<file path="config.mk">
export PLATFORM = sky130hd
export DESIGN_NAME = axi_aw_router
export DESIGN_NICKNAME = d
export VERILOG_FILES = /design/src/rtl/axi_router_pkg.sv /design/src/rtl/awr_addr_decode.sv /design/src/rtl/axi_aw_router.sv
export SDC_FILE = /design/constraint.sdc
export NUM_CORES = 1
export LEC_CHECK = 0
export CELL_PAD_IN_SITES_DETAIL_PLACEMENT = 1
export CELL_PAD_IN_SITES_GLOBAL_PLACEMENT = 1
export CORE_MARGIN = 2
export CORE_UTILIZATION = 21
export DETAILED_ROUTE_END_ITERATION = 8
export GPL_TIMING_DRIVEN = 0
export PLACE_DENSITY = 0.84
export SETUP_SLACK_MARGIN = 0.3
export SKIP_CTS_REPAIR_TIMING = 1
export SLEW_MARGIN = 20
export SYNTH_ARGS = -nofsm -noshare
export SYNTH_HDL_FRONTEND = slang
export SYNTH_SLANG_ARGS = --single-unit
</file>
<file path="constraint.sdc">
create_clock -name ACLK -period 1.95 [get_ports ACLK]
set_input_delay 0.39 -clock ACLK [delete_from_list [all_inputs] [get_ports ACLK]]
set_output_delay 0.39 -clock ACLK [all_outputs]
set_load 0.03 [all_outputs]
</file>
<file path="src/rtl/axi_router_pkg.sv">
// Shared types and constants for the AXI write-path router.
package axi_router_pkg;

    typedef enum logic [2:0] {
        StIdle,
        StAddr,
        StData,
        StResp,
        StErrData,
        StErrResp
    } state_e;

    localparam logic [1:0] RESP_OKAY   = 2'b00;
    localparam logic [1:0] RESP_SLVERR = 2'b10;
    localparam logic [1:0] RESP_DECERR = 2'b11;

    localparam int unsigned DEF_NUM_SLAVES  = 2;
    localparam int unsigned DEF_ID_W        = 8;
    localparam int unsigned DEF_ADDR_W      = 32;
    localparam int unsigned DEF_DATA_W      = 32;
    localparam int unsigned DEF_LEN_W       = 4;
    localparam int unsigned DEF_SIZE_W      = 3;
    localparam int unsigned DEF_REGION_BITS = 16;

endpackage

</file>
<file path="src/rtl/awr_addr_decode.sv">
// Address window decoder: slave index is the address above REGION_BITS; hit when it
// names an existing slave.
module awr_addr_decode
    import axi_router_pkg::*;
#(
    parameter int unsigned NUM_SLAVES  = DEF_NUM_SLAVES,
    parameter int unsigned ADDR_W      = DEF_ADDR_W,
    parameter int unsigned REGION_BITS = DEF_REGION_BITS,
    localparam int unsigned IDX_W      = ADDR_W - REGION_BITS
) (
    input  logic [ADDR_W-1:0] addr,
    output logic [IDX_W-1:0]  idx,
    output logic              hit
);

    logic unused_offset;

    assign idx           = addr[ADDR_W-1:REGION_BITS];
    assign hit           = ({1'b0, idx} < (IDX_W + 1)'(NUM_SLAVES));
    assign unused_offset = ^addr[REGION_BITS-1:0];

endmodule

</file>
<file path="src/rtl/axi_aw_router.sv">
// One-outstanding AXI write router (AW/W/B) to NUM_SLAVES windowed slaves with a DECERR sink.
// Optional burst length checking with sticky LEN_ERR: define AXI_AW_ROUTER_LEN_CHECK_EN.
module axi_aw_router
    import axi_router_pkg::*;
#(
    parameter int unsigned NUM_SLAVES  = DEF_NUM_SLAVES,
    parameter int unsigned ID_W        = DEF_ID_W,
    parameter int unsigned ADDR_W      = DEF_ADDR_W,
    parameter int unsigned DATA_W      = DEF_DATA_W,
    parameter int unsigned LEN_W       = DEF_LEN_W,
    parameter int unsigned SIZE_W      = DEF_SIZE_W,
    parameter int unsigned REGION_BITS = DEF_REGION_BITS
) (
    input  logic                     ACLK,
    input  logic                     ARESET,
    input  logic [ID_W-1:0]          AWID,
    input  logic [ADDR_W-1:0]        AWADDR,
    input  logic [LEN_W-1:0]         AWLEN,
    input  logic [SIZE_W-1:0]        AWSIZE,
    input  logic [1:0]               AWBURST,
    input  logic                     AWVALID,
    output logic                     AWREADY,
    input  logic [DATA_W-1:0]        WDATA,
    input  logic [DATA_W/8-1:0]      WSTRB,
    input  logic                     WLAST,
    input  logic                     WVALID,
    output logic                     WREADY,
    output logic [ID_W-1:0]          BID,
    output logic [1:0]               BRESP,
    output logic                     BVALID,
    input  logic                     BREADY,
    output logic [ID_W-1:0]          AWID_S,
    output logic [ADDR_W-1:0]        AWADDR_S,
    output logic [LEN_W-1:0]         AWLEN_S,
    output logic [SIZE_W-1:0]        AWSIZE_S,
    output logic [1:0]               AWBURST_S,
    output logic [NUM_SLAVES-1:0]    AWVALID_S,
    input  logic [NUM_SLAVES-1:0]    AWREADY_S,
    output logic [DATA_W-1:0]        WDATA_S,
    output logic [DATA_W/8-1:0]      WSTRB_S,
    output logic                     WLAST_S,
    output logic [NUM_SLAVES-1:0]    WVALID_S,
    input  logic [NUM_SLAVES-1:0]    WREADY_S,
    input  logic [NUM_SLAVES*ID_W-1:0] BID_S,
    input  logic [NUM_SLAVES*2-1:0]  BRESP_S,
    input  logic [NUM_SLAVES-1:0]    BVALID_S,
    output logic [NUM_SLAVES-1:0]    BREADY_S
`ifdef AXI_AW_ROUTER_LEN_CHECK_EN
    ,
    output logic                     LEN_ERR
`endif
);

    localparam int unsigned SEL_W = (NUM_SLAVES > 1) ? $clog2(NUM_SLAVES) : 1;
    localparam int unsigned IDX_W = ADDR_W - REGION_BITS;

    state_e           state_q, state_d;
    logic [SEL_W-1:0] sel_q;
    logic [IDX_W-1:0] dec_idx;
    logic             dec_hit;
    logic             data_end;
    logic             err_end;

    awr_addr_decode #(
        .NUM_SLAVES  (NUM_SLAVES),
        .ADDR_W      (ADDR_W),
        .REGION_BITS (REGION_BITS)
    ) u_decode (
        .addr (AWADDR),
        .idx  (dec_idx),
        .hit  (dec_hit)
    );

    assign WDATA_S = WDATA;
    assign WSTRB_S = WSTRB;
    assign WLAST_S = WLAST;

`ifdef AXI_AW_ROUTER_LEN_CHECK_EN
    logic [LEN_W-1:0] beat_q;
    logic             beat_last;
    logic             w_fire;

    assign beat_last = (beat_q == AWLEN_S);
    assign w_fire    = WVALID && WREADY;
    assign data_end  = WLAST || beat_last;
    // The sink has no slave to honour WLAST, so it trusts the programmed length.
    assign err_end   = beat_last;

    always_ff @(posedge ACLK) begin
        if (ARESET) begin
            beat_q  <= '0;
            LEN_ERR <= 1'b0;
        end else begin
            if (state_q == StIdle) begin
                beat_q <= '0;
            end else if (w_fire) begin
                beat_q <= beat_q + 1'b1;
            end
            if (w_fire && (WLAST != beat_last)) begin
                LEN_ERR <= 1'b1;
            end
        end
    end
`else
    assign data_end = WLAST;
    assign err_end  = WLAST;
`endif

    always_ff @(posedge ACLK) begin
        if (ARESET) begin
            state_q   <= StIdle;
            sel_q     <= '0;
            AWID_S    <= '0;
            AWADDR_S  <= '0;
            AWLEN_S   <= '0;
            AWSIZE_S  <= '0;
            AWBURST_S <= '0;
        end else begin
            state_q <= state_d;
            if (state_q == StIdle && AWVALID) begin
                sel_q     <= dec_hit ? SEL_W'(dec_idx) : '0;
                AWID_S    <= AWID;
                AWADDR_S  <= AWADDR;
                AWLEN_S   <= AWLEN;
                AWSIZE_S  <= AWSIZE;
                AWBURST_S <= AWBURST;
            end
        end
    end

    always_comb begin
        state_d   = state_q;
        AWREADY   = 1'b0;
        WREADY    = 1'b0;
        BVALID    = 1'b0;
        BID       = '0;
        BRESP     = RESP_OKAY;
        AWVALID_S = '0;
        WVALID_S  = '0;
        BREADY_S  = '0;
        unique case (state_q)
            StIdle: begin
                AWREADY = 1'b1;
                if (AWVALID) begin
                    state_d = dec_hit ? StAddr : StErrData;
                end
            end
            StAddr: begin
                AWVALID_S[sel_q] = 1'b1;
                if (AWREADY_S[sel_q]) begin
                    state_d = StData;
                end
            end
            StData: begin
                WVALID_S[sel_q] = WVALID;
                WREADY          = WREADY_S[sel_q];
                if (WVALID && WREADY_S[sel_q] && data_end) begin
                    state_d = StResp;
                end
            end
            StResp: begin
                BVALID          = BVALID_S[sel_q];
                BREADY_S[sel_q] = BREADY;
                BID             = BID_S[sel_q*ID_W +: ID_W];
                BRESP           = BRESP_S[sel_q*2 +: 2];
                if (BVALID_S[sel_q] && BREADY) begin
                    state_d = StIdle;
                end
            end
            StErrData: begin
                WREADY = 1'b1;
                if (WVALID && err_end) begin
                    state_d = StErrResp;
                end
            end
            StErrResp: begin
                BVALID = 1'b1;
                BRESP  = RESP_DECERR;
                BID    = AWID_S;
                if (BREADY) begin
                    state_d = StIdle;
                end
            end
            default: state_d = StIdle;
        endcase
        // Reset kills every handshake in the same cycle, not one edge later.
        if (ARESET) begin
            AWREADY   = 1'b0;
            WREADY    = 1'b0;
            BVALID    = 1'b0;
            BID       = '0;
            BRESP     = RESP_OKAY;
            AWVALID_S = '0;
            WVALID_S  = '0;
            BREADY_S  = '0;
        end
    end

endmodule

</file>
=== Word level (Yosys, flattened, before mapping) ===
Cells that the tools add are included.

* Flip-flop bits (word level): 53
* Input bits: 117
* Logic and storage cells: 66

* $lt $le $gt $ge: 3
* Equal/unequal tests: 11
* Shift operators: 2
* Mux-type cells: 33
* Bitwise gates (word level): 2
* Reductions and logical operators: 8

{| class="wikitable"
|+ Operators by type and width
! kind !! count
|-
| 3-bit 2-to-1 mux || 7
|-
| 3-bit case mux with 6 select lines || 1
|-
| 16-bit by 2-bit less-than comparator with 1-bit output, second input constant || 1
|-
| 8-bit case mux with 2 select lines || 1
|-
| 16-bit by 5-bit indexed part select with 8-bit output || 1
|-
| 2-bit 2-to-1 mux || 7
|-
| 1-bit 2-to-1 mux || 12
|-
| 2-bit inequality test, second input constant || 6
|-
| 8-bit 2-to-1 mux || 1
|-
| 3-bit by 2-bit equality test with 1-bit output, second input constant || 2
|-
| 3-bit equality test, second input constant || 2
|-
| 1-bit logical AND || 6
|-
| 6-bit AND reduction || 1
|-
| 2-bit AND || 2
|-
| 1-bit case mux with 2 select lines || 2
|-
| 2-bit case mux with 2 select lines || 1
|-
| 4-bit by 3-bit indexed part select with 2-bit output || 1
|-
| 3-bit by 1-bit equality test with 1-bit output, second input constant || 1
|-
| 3-bit logical NOT || 1
|-
| 1-bit by 2-bit less-than comparator with 1-bit output, second input constant || 1
|-
| 1-bit demux with 1-bit select || 1
|-
| 1-bit greater-or-equal comparator, second input constant || 1
|}

=== Logic depth before layout (Yosys ltp) ===
Gate-level depths: netlist of run 1.

* Word-level depth: 7
* Depth in mapped cells: 6

=== Modules after synthesis ===
Synthesis of run 1 repeated with hierarchy kept, for this count alone.

* Cells, all modules: 364
* Area total of the unflattened synthesis: 2,781.4 µm²

{| class="wikitable"
|+ By module, submodules not included
! module !! instances !! cells each !! area each (µm²) !! sequential area each (µm²)
|-
| axi_aw_router || 1 || 343 || 2,628.8 || 1,061.0
|-
| awr_addr_decode || 1 || 21 || 152.6 || 0.0
|}

=== Worst setup path before layout of run 1 ===
No wires, ideal clock.

* Path type: reg-to-output
* Start: reg state_q[1]
* End: out BREADY_S[0]
* Arrival time: 1.734 ns
* Required time: 1.560 ns
* Setup slack: -0.174 ns
* Cell stages (with the launch flop): 5
* Path buffers: 1
* Cell sequence: dfxtp_1 buf_2 nor2b_1 and2_1 nor4bb_1

* Cells in the longest elaborated chain, start to end: 3

{| class="wikitable"
|+ RTL lines
! item !! RTL line !! RTL
|-
| start, declared || axi_aw_router.sv:57 || <nowiki>state_e state_q, state_d;</nowiki>
|-
| start signal, assigned || axi_aw_router.sv:111 || <nowiki>state_q <= StIdle;</nowiki>
|-
| start signal, assigned || axi_aw_router.sv:119 || <nowiki>state_q <= state_d;</nowiki>
|-
| 3-bit by 2-bit equality test with 1-bit output || axi_aw_router.sv:141 || <nowiki>unique case (state_q)</nowiki>
|-
| 2-bit 2-to-1 mux || axi_aw_router.sv:141 ||
|-
| 2-bit 2-to-1 mux || axi_aw_router.sv:187 || <nowiki>if (ARESET) begin</nowiki>
|-
| end, declared || axi_aw_router.sv:47 || <nowiki>output logic [NUM_SLAVES-1:0] BREADY_S</nowiki>
|}

Every way passes these cells.

=== Worst setup path after layout of run 1 ===
* Start: reg sel_q
* End: out BID[3]

* Cells in the longest elaborated chain, start to end: 3

{| class="wikitable"
|+ RTL lines
! item !! RTL line !! RTL
|-
| start, declared || axi_aw_router.sv:58 || <nowiki>logic [SEL_W-1:0] sel_q;</nowiki>
|-
| start signal, assigned || axi_aw_router.sv:121 || <nowiki>sel_q <= dec_hit ? SEL_W'(dec_idx) : '0;</nowiki>
|-
| 16-bit by 5-bit indexed part select with 8-bit output || axi_aw_router.sv:164 || <nowiki>BID = BID_S[sel_q*ID_W +: ID_W];</nowiki>
|-
| 8-bit case mux with 2 select lines || axi_aw_router.sv:141 ||
|-
| 8-bit 2-to-1 mux || axi_aw_router.sv:187 ||
|-
| end, declared || axi_aw_router.sv:28 || <nowiki>output logic [ID_W-1:0] BID,</nowiki>
|}

Every way passes these cells.

==> results of run 1 <==
-- how the worst max path moves through the flow --
stage / from / endpoint / slack [ns]
floorplan: state_q[1] / BREADY_S[0] / 0.17
global placement: ARESET / BVALID / -1.13
detailed placement: ARESET / BVALID / -1.16
CTS: ARESET / BVALID / -1.17
global route: state_q[1] / BID[3] / -0.09
finish: sel_q / BID[3] / -0.004
-- per-layer routing --
layer	global-route usage (%)	up-vias	part of all wire (%)
met5	0	-	0
met4	4.44	0	1.7
met3	4.71	15	7.1
met2	26.9	113	54
met1	16.2	1470	37
li1	-	1526	-
-- cells in the final DEF, fill, tap and decap left out, types with 3 or more instances in the layout --
| master | instances |
|---|---|
| dfxtp_1 | 49 |
| nor2_2 | 11 |
| mux2_2 | 5 |
| nor4_1 | 3 |
| dfxtp_2 | 3 |
| dlymetal6s2s_1 | 49 |
| clkbuf_2 | 8 |
| nor2_1 | 3 |
| buf_4 | 48 |
| nand2_1 | 103 |
| clkdlybuf4s50_1 | 115 |
| buf_6 | 27 |
| a21oi_1 | 50 |
| clkbuf_16 | 6 |
| mux2_4 | 5 |
| buf_8 | 3 |
| a22oi_2 | 8 |
| clkbuf_4 | 3 |
| clkbuf_1 | 6 |
| inv_1 | 3 |
-- report_power, final --
part	internal (mW)	switching (mW)
sequential	1.22	0.0814
clock	0.480	0.415
combinational	0.716	0.882
total	2.41	1.38
-- flip-flops by register name (all words and copies together) (netlist names) --
name	cells
AWADDR_S	32
AWBURST_S	2
AWID_S	8
AWLEN_S	4
AWSIZE_S	3
sel_q	1
state_q	3
-- cells by family (layout without fill, tap and decap cells) --
group,after synthesis,count (layout)
muxes,14,14
buffers and inverters,66,274
DFF,53,53
AOI/OAI and AO/OA,72,72
and+or+nand+nor,141,141
-- worst min-delay path: cells and delay by family (launching register included) --
kind,cells,cell delay [ns]
AOI/OAI and AO/OA,1,0.05
and+or+nand+nor,1,0.05
DFF,1,0.31
-- stage by stage --
stage,setup TNS [ns],instance area [sq um],worst slack (ns),std cells
2_1_floorplan,0,2710,0.171,346
3_3_place_gp,-27.31,4770,-1.13,699
3_5_place_dp,-31.59,4770,-1.16,699
4_1_cts,-17.75,4910,-1.17,707
5_1_grt,-0.652,5450,-0.0860,722
6_report,-0.00394,5450,-0.00391,722
-- final cells by class --
type | count | area [sq um]
multi-input cells | 227 | 1380
inverters | 4 | 17.5
fillers | 1408 | 6670
repair buffers | 200 | 2140
clock buffers | 6 | 129
clock inverters | 2 | 13.8
flip-flops and latches | 53 | 1070
well taps | 168 | 210
plain buffers | 62 | 483
==> out/metrics.yaml, run 1 <==
p_leak_nw: 2.85
synth_compound_area_share_pct: 15.9
vias: 3124
worstHoldPathCells: 2
ys_seq_elements: 53
cp.depth: 6
syn-instance-count: 346
worst_slack_ns: -0.00391
r2r-start: "sel_q"
synth_xor_area_share_pct: 0
crit_path_end_kind: "output pin"
grt_pass1_vias: 3084
min_to: "AWADDR_S[12]"
cp_slowest_stage_delay_ns: 0.33
crit_family: "buffers and inverters"
grt_pass1_wl_microns: 15300
routedWlPerCell_microns: 15.9
numCtsBuffers: 5
clk_pin_slew_ns: 0.07
reg2reg_slack_ns: 0.32
syn_avg_cell_area_sq_um: 7.62
hold_ws_ns: 0.456
yosys-top-cells-count: "nand2_1 (103), a21oi_1 (53), dfxtp_1 (53)"
fmax_mhz: 512
period_share_pct: 100
critPathKind: "flop to output pin"
fp-row-count: 40
clock_tree.buffer_depth: 2
die_w_microns: 116
pwr_density_cell_nw_per_um2: 696
synth_nets: 463
utilization_pct: 45.0
clk_latency_ns: 0.29
die_y_microns: 116
skew_ns: 0.00811
tightest_slew_ns: 0.517
nNetsFinal: 670
grt_setup_unrepaired: "true"
ys_types: 36
cp.required_ns: 1.56
cpMostUsedCell: "buf_6"
grt_remaining_overflow: 0
synth_top_area_cell: "dfxtp_1"
synth_mux_area_share_pct: 5.79
vias_per_cell: 4.33
start_util_pct: 21.8
slew_viol_final: 0
ios: 222
worstSetupStartpointType: "flop"
r2r_cells: 7
clockRootBuffer: "clkbuf_16"
arrival_ns: 1.56
max-vdd-ir-drop_uv: 345
synth_top_area_share_pct: 40.3
drv_cap: 0
min_from: "AWADDR_S[12]"
grtUsageTotal_pct: 14.7
ys_seq_area_share_pct: 40.3
core_area_sq_um: 12100
synth_area_sq_um: 2640
ant_nets: 0
async_flop_share_pct: 0
critPathBufInv: 3
min_period_ns: 1.95
synth-simple-area-share_pct: 22.6
clock-sinks: 53
relSlewSlack_pct: 65.5
drive_above_1_share_pct: 27.8
globalplace.congestion: 0.745
cp_slowest_cell: "dfxtp_2"
drt_pass1_iterations: 4
numPortBuffers: 185
yosys_warnings: 0
drt-initial-drc-count: 122
hpwl_microns: 8540
yosysMostFrequentCell: "nand2_1"
cts_tree: "done"
violations: "negative setup slack"
grt_max_degree: 17
cp_cell_sequence: "buf_6 > buf_6 > mux2_2 > a22oi_2 > nor2_2 > buf_6"
synth_flop_cell: "dfxtp_1"
design.die.area_sq_um: 13500
synthAdderAreaFrac_pct: 0
antenna_found_initial: 0
synth_area_leaders: "dfxtp_1 (40%), nand2_1 (15%), buf_4 (11%)"
outcome: "finished with violations"
h-tree-depth: 2
diodes: 0
hold_violations: 0
finalPower_mw: 3.79
wirelength_microns: 11500
area_delta_synth_final_pct: 107
synth_edf_count: 0
drcViolationCount: 0
worstHoldPathType: "flop to flop"
setup_viol: 2
synth_top_family_by_area: "simple AND/OR/NAND/NOR gates"
cp_max_fo: 5
r2r-end: "state_q[2]"
No activity file was read; power rests on OpenSTA's default activity.
==> run 2, diff against run 1 <==
CORE_UTILIZATION = 22   (was 21)
PLACE_DENSITY = 0.87   (was 0.84)
SETUP_SLACK_MARGIN = 0.05   (was 0.3)
clock period = 2.4 ns   (was 1.95 ns; I/O delays follow)
==> run 2 against run 1 <==
The flow now finishes without violations; sequential power decreased by 19%; critical path depth down 1; sequential cell count did not move; worst setup slack better by 0.0049 ns; first-iteration DRC count down 23%; design area fell by 12%; routed wire length is 8.6% lower; critical endpoint is now BVALID; largest cell class unchanged.
==> out/metrics.yaml, run 2 (synthesis results as in run 1) <==
design.die.area_sq_um: 12900  # -4.4%
p_clk_share_pct: 23.9  # +0.3 points
critPathBufInv: 4  # +1
clockRootBuffer: "clkbuf_16"
vias: 3062  # -2.0%
pwr_density_cell_nw_per_um2: 617  # -11%
utilization_pct: 41.4  # -3.6 points
r2r-start: "state_q[0]"
setup_viol: 0  # -2
r2r_cells: 5  # -2
reg2reg_slack_ns: 0.80  # +0.48 ns
cp.required_ns: 1.92  # +0.36 ns
grt_setup_unrepaired: "true"
worstHoldPathType: "flop to flop"
core_area_sq_um: 11600  # -4.5%
relSlewSlack_pct: 69.3  # +3.8 points
die_w_microns: 113  # -2.2%
grt_max_degree: 16  # -1
grt_pass1_wl_microns: 16100  # +5.0%
period_share_pct: 100
drv_cap: 0  # unchanged
max-vdd-ir-drop_uv: 344  # -0.26%
min_period_ns: 2.40
finalPower_mw: 2.95  # -22%
largest_register_ffs: 32  # unchanged
regMostFlops: "AWADDR_S"
register_area_sq_um: 1060  # -0.70%
p_int_mw: 1.90  # -21%
clock-sinks: 53  # unchanged
antenna_found_initial: 0  # unchanged
worstSetupStartpointType: "input port"
clk_pin_slew_ns: 0.07  # about the same
combPwrFrac_pct: 40.6  # -1.5 points
fmax_mhz: 417
vias_per_cell: 4.49  # +3.8%
area_delta_synth_final_pct: 81.5
numPortBuffers: 185  # unchanged
drt-initial-drc-count: 94  # -23%
start_util_pct: 22.8  # +1.0 points
multiInputGateArea_sq_um: 1170  # -15%
globalplace.congestion: 0.795  # +6.7%
cts_tree: "done"
ios: 222  # unchanged
crit_path_end_kind: "output pin"
skew_ns: 0.00734  # -0.000770 ns
hpwl_microns: 8470  # -0.79%
drcViolationCount: 0  # unchanged
nNetsFinal: 655  # -2.2%
cp_cell_sequence: "clkdlybuf4s50_1 > buf_4 > clkbuf_2 > a21oi_1 > clkbuf_2"
slew_viol_final: 0  # unchanged
cp_slowest_stage_delay_ns: 0.63  # +0.30 ns
sw_frac_of_total_pct: 35.8  # -0.56 points
mostFrequentLayoutCell: "clkdlybuf4s50_1"
numCtsBuffers: 5  # unchanged
p_leak_nw: 1.97  # -31%
reg.largest.list: "AWADDR_S (32), AWID_S (8), AWLEN_S (4)"
diodes: 0  # unchanged
critPathKind: "input port to output pin"
final_area_sq_um: 4780  # -12%
die_y_microns: 113  # -2.2%
finalSetupTns_ns: 0  # +0.00394 ns
grt_pass1_vias: 3233  # +4.8%
min_to: "AWADDR_S[31]"
worstHoldPathCells: 2  # unchanged
min_from: "AWADDR_S[31]"
cp_slowest_cell: "clkdlybuf4s50_1"
fp-row-count: 39  # -2.5%
ant_nets: 0  # unchanged
p_sw_mw: 1.06  # -23%
routedWlPerCell_microns: 15.4  # -3.3%
cp_max_fo: 10  # +5
drt_pass1_iterations: 4  # unchanged
clk_latency_ns: 0.29  # about the same
tightest_slew_ns: 0.460  # -0.0575 ns
place_area_sq_um: 4670  # -2.1%
grt_remaining_overflow: 0  # unchanged
h-tree-depth: 2  # unchanged
wirelength_microns: 10500  # -8.6%
clock_tree.buffer_depth: 2  # unchanged
arrival_ns: 1.92  # +0.36 ns
cpMostUsedCell: "clkbuf_2"
drive_above_1_share_pct: 15.6  # -12 points
hold_violations: 0  # unchanged
outcome: "completed"
p_seq_share_pct: 35.5  # +1.3 points
r2r-end: "state_q[2]"
fill_cells: 1394  # -0.99%
layout_common_cells: "clkdlybuf4s50_1 (166), nand2_1 (103), dfxtp_1 (53), a21oi_1 (53), buf_4 (39)"
crit_family: "buffers and inverters"
grtUsageTotal_pct: 15.5  # +0.79 points
-- run 2: changes by cell type in the layout (fill, tap and decap cells not counted), moves of 9 or more --
cell             change
nor2_1              +12
clkdlybuf4s50_1     +51
nor2_2              -10
buf_4                -9
buf_2               +11
dlymetal6s2s_1      -42
buf_6               -26
-- run 2: area by class of cell --
type	count	area share, %
multi-input cells	227	24.5
clock buffers	7	2.77
inverters	4	0.314
repair buffers	185	37.9
plain buffers	62	8.45
clock inverters	1	0.157
well taps	143	3.74
flip-flops and latches	53	22.2
-- run 2: power by group through the flow --
stage / Combinational [mW] / Clock (mW) / Sequential, mW
2_1_floorplan: 0.479 / 0 / 1.25
4_1_cts: 1.22 / 0.740 / 1.05
5_1_grt: 1.30 / 0.773 / 1.06
3_3_place_gp: 1.18 / 0 / 1.06
3_5_place_dp: 1.21 / 0 / 1.07
6_report: 1.20 / 0.705 / 1.05
-- run 2: per-stage QoR --
step / cells / hold slack (ns) / worst slack, ns
floorplan: 346 / 0.498 / 0.186
CTS: 682 / 0.460 / -0.914
global route: 682 / 0.486 / -0.0768
detailed placement: 674 / 0.449 / -0.911
finish: 682 / 0.458 / 0.000984
global placement: 674 / 0.441 / -0.874
-- run 2: worst max path at each step --
stage               start     endpoint  slack (ns)  depth (start not counted)
2_1_floorplan  state_q[1]  BREADY_S[0]        0.19                          4
4_1_cts            ARESET       BVALID       -0.91                          5
3_5_place_dp       ARESET       BVALID       -0.91                          5
5_1_grt            ARESET       BVALID       -0.08                          5
6_report           ARESET       BVALID       0.001                          5
3_3_place_gp       ARESET       BVALID       -0.87                          5
-- run 2: worst min-delay path: stages, from the launching register on --
cell and delay, ns:
dfxtp_1 0.31, nand2_1 0.05, a21oi_1 0.05
-- run 2: layer usage --
layer	vias up	routed length, microns	global-route usage (%)
met5	-	0	0
li1	1492	-	-
met4	0	60	2.28
met1	1436	4240	17.5
met3	6	821	4.89
met2	128	5370	29.1
